===== src/rtl/simd_pkg.sv =====
// Shared definitions for the SIMD instruction sequencer: instruction width,
// opcodes, register-field positions and the sequencer state encoding.
package simd_pkg;

  localparam int unsigned INSTR_W = 16;
  localparam int unsigned REG_W   = 3;

  localparam logic [1:0] OP_ADD = 2'b00;
  localparam logic [1:0] OP_MUL = 2'b01;
  localparam logic [1:0] OP_NOP = 2'b11;

  // Least-significant bit of each 3-bit register field
  localparam int unsigned RD_LSB  = 11;
  localparam int unsigned RS1_LSB = 8;
  localparam int unsigned RS2_LSB = 5;

  typedef logic [REG_W-1:0] reg_idx_t;

  typedef enum logic [1:0] {
    IDLE  = 2'd0,
    RUN   = 2'd1,
    DRAIN = 2'd2
  } state_t;

  // Extract a register index field starting at bit lsb
  function automatic reg_idx_t field(input logic [INSTR_W-1:0] w,
                                     input int unsigned lsb);
    return w[lsb +: REG_W];
  endfunction

endpackage


===== src/rtl/simd_prog_buffer.sv =====
// Program buffer: DEPTH x INSTR_W words, synchronous write, combinational read.
// Contents are intentionally not reset.
module simd_prog_buffer
  import simd_pkg::*;
#(
  parameter int unsigned DEPTH = 16,
  parameter int unsigned AW    = $clog2(DEPTH)
) (
  input  logic               clk,
  input  logic               wr_en,
  input  logic [AW-1:0]      wr_addr,
  input  logic [INSTR_W-1:0] wr_data,
  input  logic [AW-1:0]      rd_addr,
  output logic [INSTR_W-1:0] rd_data
);

  logic [INSTR_W-1:0] mem [DEPTH];

  // Host write port
  always_ff @(posedge clk) begin
    if (wr_en) begin
      mem[wr_addr] <= wr_data;
    end
  end

  assign rd_data = mem[rd_addr];

endmodule


===== src/rtl/simd_instr_sequencer.sv =====
// Program sequencer for the SIMD core: issues buffered instructions in order,
// inserts NOP bubbles on read-after-write hazards, honours issue_ready
// back-pressure and pulses done once the final result has retired.
module simd_instr_sequencer
  import simd_pkg::*;
#(
  parameter int unsigned        DEPTH      = 16,
  parameter int unsigned        HAZARD_GAP = 1,
  parameter logic [INSTR_W-1:0] NOP_INSTR  = {OP_NOP, 14'd0}
) (
  input  logic                     clk,
  input  logic                     reset_n,
  input  logic                     load_en,
  input  logic [$clog2(DEPTH)-1:0] load_addr,
  input  logic [INSTR_W-1:0]       load_data,
  input  logic [$clog2(DEPTH):0]   prog_len,
  input  logic                     start,
  input  logic                     issue_ready,
  output logic [INSTR_W-1:0]       instruction,
  output logic                     instr_valid,
  output logic [$clog2(DEPTH)-1:0] pc,
  output logic                     busy,
  output logic                     done
);

  localparam int unsigned AW = $clog2(DEPTH);
  localparam int unsigned LW = AW + 1;
  // Wide enough to hold 0..HAZARD_GAP, and at least one bit when HAZARD_GAP==0
  localparam int unsigned GW = $clog2(HAZARD_GAP + 2);

  localparam logic [LW-1:0] LEN_MAX  = LW'(DEPTH);
  localparam logic [GW-1:0] GAP_INIT = GW'(HAZARD_GAP);

  state_t             state, state_nxt;
  logic [INSTR_W-1:0] word;
  logic               wr_en;

  logic [LW-1:0]      len, len_nxt;
  logic [LW-1:0]      issued, issued_nxt;
  logic [LW-1:0]      len_req;
  logic [GW-1:0]      gap_cnt, gap_nxt;
  logic [GW-1:0]      drain_cnt, drain_nxt;
  reg_idx_t           last_rd, last_rd_nxt;

  logic [INSTR_W-1:0] instr_nxt;
  logic               valid_nxt;
  logic [AW-1:0]      pc_nxt;
  logic               busy_nxt;
  logic               done_nxt;

  logic               hazard;
  logic               issue;
  logic               last_issue;
  logic               drain_end;

  // Loads are only honoured in IDLE so a running program cannot be corrupted
  assign wr_en = load_en && (state == IDLE);

  simd_prog_buffer #(
    .DEPTH (DEPTH)
  ) u_buf (
    .clk     (clk),
    .wr_en   (wr_en),
    .wr_addr (load_addr),
    .wr_data (load_data),
    .rd_addr (pc),
    .rd_data (word)
  );

  // Hazard detection, issue qualification and length clamping
  always_comb begin
    len_req    = (prog_len > LEN_MAX) ? LEN_MAX : prog_len;
    hazard     = (gap_cnt != '0) &&
                 ((field(word, RS1_LSB) == last_rd) ||
                  (field(word, RS2_LSB) == last_rd));
    issue      = (state == RUN) && !hazard && issue_ready;
    last_issue = issue && ((issued + LW'(1)) == len);
    drain_end  = (state == DRAIN) && (drain_cnt == GAP_INIT);
  end

  // State register
  always_ff @(posedge clk or negedge reset_n) begin
    if (!reset_n) begin
      state <= IDLE;
    end else begin
      state <= state_nxt;
    end
  end

  // Next-state logic
  always_comb begin
    state_nxt = state;
    unique case (state)
      IDLE:    if (start && (len_req != '0)) state_nxt = RUN;
      RUN:     if (last_issue)               state_nxt = DRAIN;
      DRAIN:   if (drain_end)                state_nxt = IDLE;
      default:                               state_nxt = IDLE;
    endcase
  end

  // Output and datapath next values; everything is registered below
  always_comb begin
    instr_nxt   = instruction;
    valid_nxt   = instr_valid;
    pc_nxt      = pc;
    busy_nxt    = busy;
    done_nxt    = 1'b0;
    len_nxt     = len;
    issued_nxt  = issued;
    gap_nxt     = gap_cnt;
    drain_nxt   = drain_cnt;
    last_rd_nxt = last_rd;

    unique case (state)
      IDLE: begin
        instr_nxt = NOP_INSTR;
        valid_nxt = 1'b0;
        if (start) begin
          len_nxt    = len_req;
          pc_nxt     = '0;
          issued_nxt = '0;
          gap_nxt    = '0;
          drain_nxt  = '0;
          if (len_req == '0) begin
            done_nxt = 1'b1;
          end else begin
            busy_nxt = 1'b1;
          end
        end
      end

      RUN: begin
        // The gap counter runs down even while the core stalls us, so a
        // stall overlapping a hazard window costs no extra bubble.
        if (gap_cnt != '0) gap_nxt = gap_cnt - GW'(1);
        if (hazard) begin
          instr_nxt = NOP_INSTR;
          valid_nxt = 1'b0;
        end else if (issue_ready) begin
          instr_nxt   = word;
          valid_nxt   = 1'b1;
          pc_nxt      = pc + AW'(1);
          issued_nxt  = issued + LW'(1);
          last_rd_nxt = field(word, RD_LSB);
          gap_nxt     = GAP_INIT;
          if (last_issue) drain_nxt = '0;
        end
      end

      DRAIN: begin
        instr_nxt = NOP_INSTR;
        valid_nxt = 1'b0;
        if (gap_cnt != '0) gap_nxt = gap_cnt - GW'(1);
        if (drain_end) begin
          done_nxt = 1'b1;
          busy_nxt = 1'b0;
          pc_nxt   = '0;
        end else begin
          drain_nxt = drain_cnt + GW'(1);
        end
      end

      default: begin
        instr_nxt = NOP_INSTR;
        valid_nxt = 1'b0;
        busy_nxt  = 1'b0;
      end
    endcase
  end

  // Registered outputs and sequencing counters
  always_ff @(posedge clk or negedge reset_n) begin
    if (!reset_n) begin
      instruction <= NOP_INSTR;
      instr_valid <= 1'b0;
      pc          <= '0;
      busy        <= 1'b0;
      done        <= 1'b0;
      len         <= '0;
      issued      <= '0;
      gap_cnt     <= '0;
      drain_cnt   <= '0;
      last_rd     <= '0;
    end else begin
      instruction <= instr_nxt;
      instr_valid <= valid_nxt;
      pc          <= pc_nxt;
      busy        <= busy_nxt;
      done        <= done_nxt;
      len         <= len_nxt;
      issued      <= issued_nxt;
      gap_cnt     <= gap_nxt;
      drain_cnt   <= drain_nxt;
      last_rd     <= last_rd_nxt;
    end
  end

endmodule


===== config.mk =====
export PLATFORM = sky130hd
export DESIGN_NAME = simd_instr_sequencer
export DESIGN_NICKNAME = d
export VERILOG_FILES = /design/src/rtl/simd_pkg.sv /design/src/rtl/simd_prog_buffer.sv /design/src/rtl/simd_instr_sequencer.sv
export SDC_FILE = /design/constraint.sdc
export NUM_CORES = 1
export LEC_CHECK = 0
export BUFFER_PORTS_ARGS = -buffer_cell sky130_fd_sc_hd__buf_2
export CAP_MARGIN = 5
export CORE_MARGIN = 2
export CORE_UTILIZATION = 35
export CTS_CLUSTER_DIAMETER = 80
export CTS_CLUSTER_SIZE = 8
export DETAILED_ROUTE_END_ITERATION = 8
export SYNTH_ARGS = -nofsm -noshare
export SYNTH_HDL_FRONTEND = slang
export SYNTH_HIERARCHICAL = 1
export SYNTH_SLANG_ARGS = --single-unit

===== constraint.sdc =====
create_clock -name clk -period 6.2 [get_ports clk]
set_input_delay 0.31 -clock clk [delete_from_list [all_inputs] [get_ports clk]]
set_output_delay 0.31 -clock clk [all_outputs]
set_load 0.1 [all_outputs]

==> impl_metrics.env, run 1 <==
export IMPL_cap_violations=0
export IMPL_start_kind="flip-flop"
export IMPL_cts_tree="built"
export IMPL_worstPathRequired_ns=6.61
export IMPL_nFillCells=2942
export IMPL_area_growth_pct=17.1
export IMPL_layout_nets=761
export IMPL_fin_crit_sh_pct=62.6
export IMPL_drt_pass1_iter_count=6
export IMPL_syn_avg_cell_area_sq_um=18.8
export IMPL_initial_core_util_pct=35.7
export IMPL_rsz0062_at_grt="false"
export IMPL_cp_num_buf_inv=0
export IMPL_setup_ws_ns=2.32
export IMPL_gr_total_overflow=0
export IMPL_synthSimpleGateAreaFrac_pct=5.76
export IMPL_grt_pass1_wl_microns=41400
export IMPL_core_sq_um=33600
export IMPL_detail_route_antenna_nets=0
export IMPL_drive_gt1_share_pct=27.4
export IMPL_p_leak_nw=4.77
export IMPL_ctsHtreeMaxLevel=2
export IMPL_synth_ff_latch_count=298
export IMPL_tightest_slew_ns=1.18
export IMPL_dp_cells=1126
export IMPL_cp_data_arrival_time_ns=4.29
export IMPL_slowest_delay_ns=1.09
export IMPL_grt_max_degree=54
export IMPL_clock_sinks=298
export IMPL_synth_compound_area_share_pct=4.09
export IMPL_muxShareOfSynthArea_pct=14.1
export IMPL_relSlewSlack_pct=21.2
export IMPL_synth_cell_types=55
export IMPL_netlist_instances=638
export IMPL_cp_slowest_cell="dfrtp_4"
export IMPL_die_area_sq_um=35800
export IMPL_seqCellArea_sq_um=8750
export IMPL_finalHoldViolations=0
export IMPL_clock_latency_ns=0.53
export IMPL_synth_top_family_by_area="multiplexers"
export IMPL_r2r_cells=8
export IMPL_yosys_top_cells_area="edfxtp_1 (64%), mux4_2 (10%), dfrtp_1 (8.3%), mux4_1 (2.2%), a22oi_1 (2.0%)"
export IMPL_wire_per_inst_microns=23.0
export IMPL_fin_worst_skew_ns=0.0213
export IMPL_async_flop_share_pct=14.1
export IMPL_drc=0
export IMPL_place_congestion=0.760
export IMPL_power_density_nw_per_um2=405
export IMPL_drt_iter0_markers=537
export IMPL_worstPathCellList="mux4_1, a22oi_1, nand2_1, xor2_1, or4_1, nand3_2, nor2_1, a32o_1"
export IMPL_r2r_start="pc[0]$_DFFE_PN0P_"
export IMPL_num_rows=67
export IMPL_dp_hpwl_microns=16000
export IMPL_synth_edf_count=256
export IMPL_cts_made_buffers=43
export IMPL_worstSetupPathType="flip-flop to flip-flop"
export IMPL_track_usage_pct=15.6
export IMPL_place_ws_ns=2.24
export IMPL_num_vias=6290
export IMPL_ir_worst_vdd_uv=261
export IMPL_synthAdderAreaFrac_pct=0.730
export IMPL_critical_path_depth=8
export IMPL_slew_viol_final=0
export IMPL_die_h_microns=189
export IMPL_r2r_slack_ns=2.32
export IMPL_routed_via_density=5.28
export IMPL_synthesis_area_sq_um=12000
export IMPL_yosysWarnings=6
export IMPL_grt_pass1_vias=6427
export IMPL_crit_end="pc[1]$_DFFE_PN0P_"
export IMPL_clk_pin_slew_ns=0.05
export IMPL_clock_path_buffers=3
export IMPL_hold_path_class="primary input to flip-flop"
export IMPL_crit_start="pc[0]$_DFFE_PN0P_"
export IMPL_place_port_buffers=52
export IMPL_synth_top_area_cell="edfxtp_1"
export IMPL_critical_path_top_delay_family="simple AND/OR/NAND/NOR gates"
export IMPL_cts_root_buf="clkbuf_16"
export IMPL_die_width_microns=189
export IMPL_fin_util_pct=41.8
export IMPL_netlist_area_leader_share_pct=64.1
export IMPL_end_kind="flip-flop"
export IMPL_syn_nets=675
export IMPL_num_io_pins=53
export IMPL_final_min_clock_period_ns=3.88
export IMPL_setup_viol=0
export IMPL_r2r_end="pc[1]$_DFFE_PN0P_"
export IMPL_synth_xor_area_share_pct=0.730
export IMPL_fmax_ghz=0.258
export IMPL_final_cells=1191
export IMPL_crit_path_max_fanout=53
export IMPL_antenna_found_initial=5
export IMPL_synthFlopType="edfxtp_1"
export IMPL_fin_total_pwr_mw=5.69
export IMPL_status="complete, no violations"
export IMPL_fin_setup_tns_ns=0
export IMPL_multiInputGateArea_sq_um=3100
export IMPL_ys_seq_area_share_pct=72.8
export IMPL_routed_wl_microns=27300
## cell families after synthesis
| logic type | after synthesis |
|---|---|
| compound gates | 66 |
| fa+ha+maj | 7 |
| flops | 298 |
| buf+inv | 37 |
| xor+xnor | 10 |
| mux | 85 |
| simple gates | 135 |
## Yosys cell counts, types with 3 or more instances
cell      instances
buf_1             5
and2_1            5
nand2_1          29
nand2b_1         12
xor2_1            8
nor3_1           10
buf_6             5
o21ai_0          11
inv_1             7
buf_4             3
nor2_1           38
mux4_1           10
ha_1              7
a22oi_1          32
buf_2             5
nor2b_1           7
or4_1             3
nand4_1           4
clkbuf_1         11
mux4_2           54
mux2_2            6
edfxtp_1        256
nand3_1          13
mux2i_1          15
dfrtp_1          40
## flip-flops by register name, indices dropped and copies added, names as in the netlist
name,count
u_buf/mem,256
instr_valid,1
pc,4
gap_cnt,2
len,5
busy,1
instruction,16
done,1
last_rd,3
issued,5
drain_cnt,2
state,2
## metrics by stage
stage	cell area, sq um	hold slack, ns
6_report	14000	0.0539
5_1_grt	14000	0.0572
4_1_cts	14000	0.0364
3_5_place_dp	12800	0.483
3_3_place_gp	12800	0.469
2_1_floorplan	12000	0.0144
## worst min path at each step
stage	from	end	slack, ns	cells past startpoint
6_report	prog_len[2]	len[2]$_DFFE_PN0P_	0.05	3
5_1_grt	prog_len[3]	len[3]$_DFFE_PN0P_	0.06	3
4_1_cts	prog_len[2]	len[2]$_DFFE_PN0P_	0.04	3
3_5_place_dp	busy$_DFFE_PN0P_	busy$_DFFE_PN0P_	0.48	2
3_3_place_gp	busy$_DFFE_PN0P_	busy$_DFFE_PN0P_	0.47	2
2_1_floorplan	reset_n	busy$_DFFE_PN0P_	0.01	0
## metal layers
metal / routed length (microns) / vias to the layer above / track usage, %
li1: - / 2767 / -
met1: 12400 / 3294 / 22.4
met2: 12600 / 187 / 23.9
met3: 1840 / 38 / 3.86
met4: 515 / 4 / 4.12
met5: 19 / - / 0
## cells in the final DEF (no fill, tap or decap), types with 12 or more instances in the layout
cell type,instances
nor2_1,26
clkbuf_16,44
buf_4,17
clkbuf_1,15
nand2b_1,12
edfxtp_1,256
nand2_1,29
mux4_2,54
a22oi_1,32
buf_2,52
nand3_1,13
mux2i_1,15
dfrtp_1,38
nor2_2,12
## cell type report
| class | instances | share of cell area, % |
|---|---|---|
| Antenna cell | 2 | 0.0356 |
| Clock buffer | 59 | 8.24 |
| Clock inverter | 3 | 0.240 |
| Inverter | 7 | 0.187 |
| Multi-Input combinational cell | 303 | 22.1 |
| Sequential cell | 298 | 62.2 |
| Tap cell | 448 | 3.99 |
| Timing Repair Buffer | 71 | 2.97 |
## report_power, final
| part | switching [mW] | leakage, nW | internal [mW] |
|---|---|---|---|
| clock network | 0.787 | 0.575 | 1.28 |
| logic | 0.751 | 1.34 | 0.407 |
| registers | 0.158 | 2.86 | 2.31 |
| total | 1.70 | 4.77 | 3.99 |
## worst reg2reg max path, delay by kind of cell (launching register included)
kind / cells / cell delay [ns]
flip-flops: 1 / 1.09
multiplexers: 1 / 0.70
AND/OR/NAND/NOR: 4 / 1.36
AO/OA/AOI/OAI: 2 / 0.46
XOR/XNOR: 1 / 0.16
## what timing repair did
item | 4_1_cts | 5_1_grt
endpoints found under the hold margin | 40 | 0
buffers inserted | 0 | 0
hold buffers | 1 | 0
gates resized for setup | 0 | 0
Note: power is estimated with default switching activity, not from simulation.
==> inputs of run 2 (changes only) <==
==> constraint.sdc (replaced) <==
create_clock -name clk -period 3.59 [get_ports clk]
set_input_delay 0.1795 -clock clk [delete_from_list [all_inputs] [get_ports clk]]
set_output_delay 0.1795 -clock clk [all_outputs]
set_load 0.1 [all_outputs]
==> run 2 against run 1 <==
- cell count rose by 3.4%
- count of clock-buffer cells in the layout rose by 8
- critical path depth rose by 1
- combinational power rose by 92%
- clock power rose by 81%
- worst hold slack got worse by 0.028 ns
- critical endpoint is now issued[4]$_DFFE_PN0P_
- critical path type unchanged
- sequential cell count did not move
- maximum frequency rose by 16%
- wire length rose by 2.3%
- first-iteration DRC count fell by 1.5%
- die area did not move
==> impl_metrics.env, run 2 (same netlist as run 1, synthesis figures left out) <==
export IMPL_rsz0062_at_grt="false"
export IMPL_relSlewSlack_pct=33.5
export IMPL_clock_latency_ns=0.53
export IMPL_core_sq_um=33600
export IMPL_hold_path_endpoint="u_buf/mem[11][2]$_DFFE_PP_"
export IMPL_r2r_slack_ns=0.24
export IMPL_drt_iter0_markers=529
export IMPL_worstPathCellList="buf_4, mux4_2, a22oi_1, nand2_1, xor2_1, or4_1, nand4bb_1, mux2_2, a22o_1"
export IMPL_clk_pin_slew_ns=0.05
export IMPL_cap_violations=0
export IMPL_final_min_clock_period_ns=3.35
export IMPL_place_congestion=0.793
export IMPL_ir_worst_vdd_uv=404
export IMPL_r2r_cells=9
export IMPL_cts_root_buf="clkbuf_16"
export IMPL_initial_core_util_pct=35.7
export IMPL_start_kind="flip-flop"
export IMPL_critical_path_top_delay_family="simple AND/OR/NAND/NOR gates"
export IMPL_multiInputGateArea_sq_um=3100
export IMPL_p_leak_nw=4.97
export IMPL_tightest_slew_ns=0.998
export IMPL_detail_route_antenna_nets=0
export IMPL_fin_worst_skew_ns=0.0140
export IMPL_num_vias=6445
export IMPL_die_width_microns=189
export IMPL_hold_depth=1
export IMPL_grt_pass1_wl_microns=42100
export IMPL_drc=0
export IMPL_reg_top3="u_buf/mem: 256 flops, instruction: 16 flops"
export IMPL_r2r_start="pc[0]$_DFFE_PN0P_"
export IMPL_fmax_ghz=0.298
export IMPL_slew_viol_final=0
export IMPL_dp_hpwl_microns=17400
export IMPL_track_usage_pct=15.9
export IMPL_end_kind="flip-flop"
export IMPL_gr_total_overflow=0
export IMPL_routed_wl_microns=28000
export IMPL_fin_crit_sh_pct=93.3
export IMPL_cts_made_buffers=43
export IMPL_finalHoldViolations=0
export IMPL_antenna_found_initial=1
export IMPL_clock_path_buffers=3
export IMPL_crit_path_max_fanout=10
export IMPL_seqCellArea_sq_um=8750
export IMPL_r2r_end="issued[4]$_DFFE_PN0P_"
export IMPL_cp_num_buf_inv=1
export IMPL_post_cts_setup_buffers=0
export IMPL_grt_pass1_vias=6620
export IMPL_mostFrequentLayoutCells="edfxtp_1 (256), mux4_2 (54), buf_2 (52)"
export IMPL_largest_register_ffs=256
export IMPL_drt_pass1_iter_count=5
export IMPL_cts_tree="built"
export IMPL_final_cells=1231
export IMPL_num_rows=67
export IMPL_setup_viol=0
export IMPL_nFillCells=2889
export IMPL_place_port_buffers=52
export IMPL_antenna_cells=0
export IMPL_fin_setup_tns_ns=0
export IMPL_die_area_sq_um=35800
export IMPL_clock_sinks=298
export IMPL_layout_nets=795
export IMPL_grt_max_degree=43
export IMPL_slowest_delay_ns=0.69
export IMPL_routed_via_density=5.24
export IMPL_power_density_nw_per_um2=702
export IMPL_worstPathRequired_ns=4.00
export IMPL_die_h_microns=189
export IMPL_largest_register="u_buf/mem"
export IMPL_status="complete, no violations"
export IMPL_dp_cells=1150
export IMPL_num_io_pins=53
export IMPL_cp_data_arrival_time_ns=3.76
export IMPL_cp_slowest_cell="or4_1"
export IMPL_layout_commonest_cell="edfxtp_1"
export IMPL_wire_per_inst_microns=22.7
export IMPL_worstSetupPathType="flip-flop to flip-flop"
export IMPL_hold_path_class="primary input to flip-flop"
export IMPL_area_growth_pct=20.2
export IMPL_min_from="load_data[2]"
export IMPL_drive_gt1_share_pct=29.1
export IMPL_ctsHtreeMaxLevel=2
## run 2: cell count changes in the layout (fill, tap and decap cells not counted), sizes merged
| cell | before | now |
|---|---|---|
| buf | 70 | 94 |
| dlygate4sd3 | 1 | 11 |
| clkbuf | 59 | 67 |
| diode | 2 | 0 |
| bufinv | 0 | 1 |
| clkinv | 2 | 1 |
## run 2: per-stage QoR
| stage | utilization (%) | hold slack, ns | power [mW] | setup WS (ns) | instance area (sq um) |
|---|---|---|---|---|---|
| floorplan | - | -0.116 | 5.84 | 0.170 | 12000 |
| global placement | 38.8 | 0.404 | 6.42 | 0.327 | 13000 |
| detailed placement | 38.8 | 0.404 | 6.43 | 0.272 | 13000 |
| CTS | 42.9 | 0.00953 | 10.2 | 0.256 | 14400 |
| global route | 42.9 | 0.0210 | 10.5 | 0.108 | 14400 |
| finish | 42.9 | 0.0264 | 10.1 | 0.239 | 14400 |
## run 2: worst reg2reg max path, cell delays in order, from the launching register on
cell and delay, ns:
dfrtp_4 0.54, buf_4 0.24, mux4_2 0.52, a22oi_1 0.22, nand2_1 0.15, xor2_1 0.16, or4_1 0.69, nand4bb_1 0.20
mux2_2 0.34, a22o_1 0.18
## run 2: worst max path at each step
stage | from | end | slack [ns] | cells after the start
2_1_floorplan | pc[0]$_DFFE_PN0P_ | issued[4]$_DFFE_PN0P_ | 0.17 | 11
3_3_place_gp | pc[0]$_DFFE_PN0P_ | issued[4]$_DFFE_PN0P_ | 0.33 | 9
4_1_cts | pc[0]$_DFFE_PN0P_ | issued[4]$_DFFE_PN0P_ | 0.26 | 9
3_5_place_dp | pc[0]$_DFFE_PN0P_ | issued[4]$_DFFE_PN0P_ | 0.27 | 9
5_1_grt | pc[0]$_DFFE_PN0P_ | last_rd[2]$_DFFE_PN0P_ | 0.11 | 8
6_report | pc[0]$_DFFE_PN0P_ | issued[4]$_DFFE_PN0P_ | 0.24 | 9
## run 2: per-layer routing
metal	routed length, microns	part of all wire (%)	up-vias	track usage, %
met5	0	0	-	0
met4	567	2.0	0	4.48
met3	1780	6.4	45	2.91
met2	13100	47	211	25.1
met1	12500	45	3354	22.6
li1	-	-	2835	-
## run 2: where the power goes
| part | total (mW) | leakage (nW) | switching [mW] | internal, mW |
|---|---|---|---|---|
| clock | 3.75 | 0.611 | 1.40 | 2.35 |
| sequential | 4.14 | 2.86 | 0.159 | 3.98 |
| combinational | 2.23 | 1.50 | 1.45 | 0.777 |
| total | 10.1 | 4.97 | 3.01 | 7.11 |
## run 2: layout make-up
| type | count | area share, % |
|---|---|---|
| clock buffers | 67 | 8.30 |
| clock inverters | 3 | 0.555 |
| inverters | 7 | 0.182 |
| multi-input cells | 303 | 21.5 |
| flip-flops and latches | 298 | 60.6 |
| well taps | 448 | 3.89 |
| repair buffers | 105 | 4.93 |
## run 2: repair_timing
item                                   4_1_cts  5_1_grt
gates resized for setup                      0        0
endpoints found under the hold margin       47        0
hold buffers                                11        0
==> inputs of run 3 (changes only) <==
--- a/config.mk
+++ b/config.mk
@@ -12,6 +12,7 @@
 export CTS_CLUSTER_DIAMETER = 80
 export CTS_CLUSTER_SIZE = 8
 export DETAILED_ROUTE_END_ITERATION = 8
+export RECOVER_POWER = 50
 export SYNTH_ARGS = -nofsm -noshare
 export SYNTH_HDL_FRONTEND = slang
 export SYNTH_HIERARCHICAL = 1
==> run 3 against run 2 <==
- count of clock-buffer cells in the layout stayed put
- maximum frequency is 0.36% higher
- critical path type unchanged
- utilization is 0.086 points lower
- the run now ends with capacitance limit, slew limit left
- critical endpoint unchanged
- non-clock buffer count stayed put
- via count hardly changed
- highest routed layer unchanged
==> impl_metrics.env, run 3 (same netlist as run 1, synthesis figures left out) <==
export IMPL_ctsResizeCount=0
export IMPL_place_port_buffers=52
export IMPL_rsz0062_at_grt="false"
export IMPL_fin_setup_tns_ns=0
export IMPL_drive_gt1_share_pct=26.2
export IMPL_critical_path_depth=9
export IMPL_routed_wl_microns=28000
export IMPL_fmax_ghz=0.300
export IMPL_hold_path_class="primary input to flip-flop"
export IMPL_r2r_slack_ns=0.25
export IMPL_mostFrequentLayoutCells="edfxtp_1 (256), mux4_2 (54), clkbuf_1 (45)"
export IMPL_cap_violations=1
export IMPL_grt_pass1_wl_microns=42100
export IMPL_end_kind="flip-flop"
export IMPL_cts_root_buf="clkbuf_16"
export IMPL_internal_power_mw=7.10
export IMPL_crit_start="pc[0]$_DFFE_PN0P_"
export IMPL_setup_ws_ns=0.252
export IMPL_worstSetupPathType="flip-flop to flip-flop"
export IMPL_drt_pass1_iter_count=7
export IMPL_share_comb_of_total_power_pct=21.9
export IMPL_die_h_microns=189
export IMPL_drt_iter0_markers=525
export IMPL_clock_path_buffers=3
export IMPL_ctsHtreeMaxLevel=2
export IMPL_cp_slowest_cell="or4_1"
export IMPL_tightest_slew_ns=2.40
export IMPL_relSlewSlack_pct=-59.9
export IMPL_violations="capacitance limit, slew limit"
export IMPL_grt_max_degree=43
export IMPL_clock_latency_ns=0.54
export IMPL_num_vias=6451
export IMPL_r2r_cells=9
export IMPL_initial_core_util_pct=35.7
export IMPL_multiInputGateArea_sq_um=3100
export IMPL_power_density_nw_per_um2=703
export IMPL_start_kind="flip-flop"
export IMPL_p_clk_share_pct=37.1
export IMPL_r2r_end="issued[4]$_DFFE_PN0P_"
export IMPL_r2r_start="pc[0]$_DFFE_PN0P_"
export IMPL_fin_crit_sh_pct=93.0
export IMPL_seqPwrFrac_pct=41.0
export IMPL_layout_nets=795
export IMPL_grt_pass1_vias=6620
export IMPL_worstPathCellList="buf_12, mux4_1, a22oi_1, nand2_1, xor2_1, or4_1, nand4bb_1, mux2_2, a22o_1"
export IMPL_area_growth_pct=20.0
export IMPL_gr_total_overflow=0
export IMPL_cts_made_buffers=43
export IMPL_detail_route_antenna_nets=0
export IMPL_clock_sinks=298
export IMPL_die_width_microns=189
export IMPL_worstPathRequired_ns=4.00
export IMPL_fin_util_pct=42.8
export IMPL_largest_register_ffs=256
export IMPL_critical_path_top_delay_family="simple AND/OR/NAND/NOR gates"
export IMPL_slew_viol_final=43
export IMPL_status="finished with violations"
export IMPL_cts_tree="built"
export IMPL_place_congestion=0.793
export IMPL_layout_commonest_cell="edfxtp_1"
export IMPL_routed_via_density=5.24
export IMPL_post_cts_setup_buffers=0
export IMPL_wire_per_inst_microns=22.8
export IMPL_power_switching_mw=3.01
export IMPL_crit_path_max_fanout=10
export IMPL_setup_viol=0
export IMPL_final_min_clock_period_ns=3.34
export IMPL_crit_end="issued[4]$_DFFE_PN0P_"
export IMPL_cp_data_arrival_time_ns=3.75
export IMPL_clk_pin_slew_ns=0.05
export IMPL_core_sq_um=33600
export IMPL_place_ws_ns=0.272
export IMPL_largest_register="u_buf/mem"
export IMPL_num_rows=67
export IMPL_cts_hold_buf=11
export IMPL_fin_worst_skew_ns=0.0152
export IMPL_antenna_cells=0
export IMPL_nFillCells=2899
export IMPL_p_leak_nw=4.90
export IMPL_swShare_pct=29.8
export IMPL_finalHoldViolations=0
export IMPL_dp_hpwl_microns=17400
export IMPL_cp_num_buf_inv=1
export IMPL_num_io_pins=53
export IMPL_track_usage_pct=15.9
export IMPL_drc=0
export IMPL_reg_top3="u_buf/mem: 256 flops, instruction: 16 flops"
export IMPL_slowest_delay_ns=0.71
export IMPL_seqCellArea_sq_um=8750
export IMPL_antenna_found_initial=0
export IMPL_die_area_sq_um=35800
export IMPL_ir_worst_vdd_uv=397
-- run 3: cell types whose count changed in the layout (fill, tap and decap cells not counted), sizes merged --
| cell | before | now |
|---|---|---|
| buf | 94 | 71 |
| clkbuf | 67 | 90 |
-- run 3: area by class of cell --
| cell class | count | share of cell area, % |
|---|---|---|
| sequential | 298 | 60.8 |
| inverter | 7 | 0.183 |
| tap | 448 | 3.89 |
| clock buffer | 67 | 8.32 |
| multi-input combinational | 303 | 21.6 |
| clock inverter | 3 | 0.556 |
| timing repair buffer | 105 | 4.74 |
-- run 3: layer usage --
layer  GRT usage (%)  routed length (microns)  vias up
met5               0                        0        -
met4            4.48                      547        0
met3            2.91                     1770       44
met2            25.1                    13100      217
met1            22.6                    12600     3357
li1                -                        -     2833
-- run 3: metrics by stage --
step | power, mW | area, sq um | cells | hold WS (ns)
2_1_floorplan | 5.84 | 12000 | 638 | -0.116
5_1_grt | 10.5 | 14400 | 1231 | 0.185
4_1_cts | 10.2 | 14400 | 1231 | 0.00953
3_3_place_gp | 6.42 | 13000 | 1150 | 0.404
6_report | 10.1 | 14400 | 1231 | 0.147
3_5_place_dp | 6.43 | 13000 | 1150 | 0.404
-- run 3: power by group through the flow --
stage	registers (mW)	clock network (mW)	logic, mW
after CTS	4.14	3.83	2.24
after detailed placement	4.20	0	2.23
after global placement	4.20	0	2.22
after global routing	4.16	3.99	2.37
after floorplan	4.69	0	1.16
final	4.14	3.75	2.22
-- run 3: how the worst min path moves through the flow --
stage                       from                          end  slack [ns]  depth (start not counted)
floorplan                reset_n             busy$_DFFE_PN0P_       -0.12                          0
global placement         reset_n  instruction[13]$_DFFE_PN0P_        0.40                          1
detailed placement       reset_n  instruction[13]$_DFFE_PN0P_        0.40                          1
CTS                 load_data[6]    u_buf/mem[6][6]$_DFFE_PP_        0.01                          1
global route        load_data[6]    u_buf/mem[6][6]$_DFFE_PP_        0.18                          1
finish              load_data[6]    u_buf/mem[6][6]$_DFFE_PP_        0.15                          1
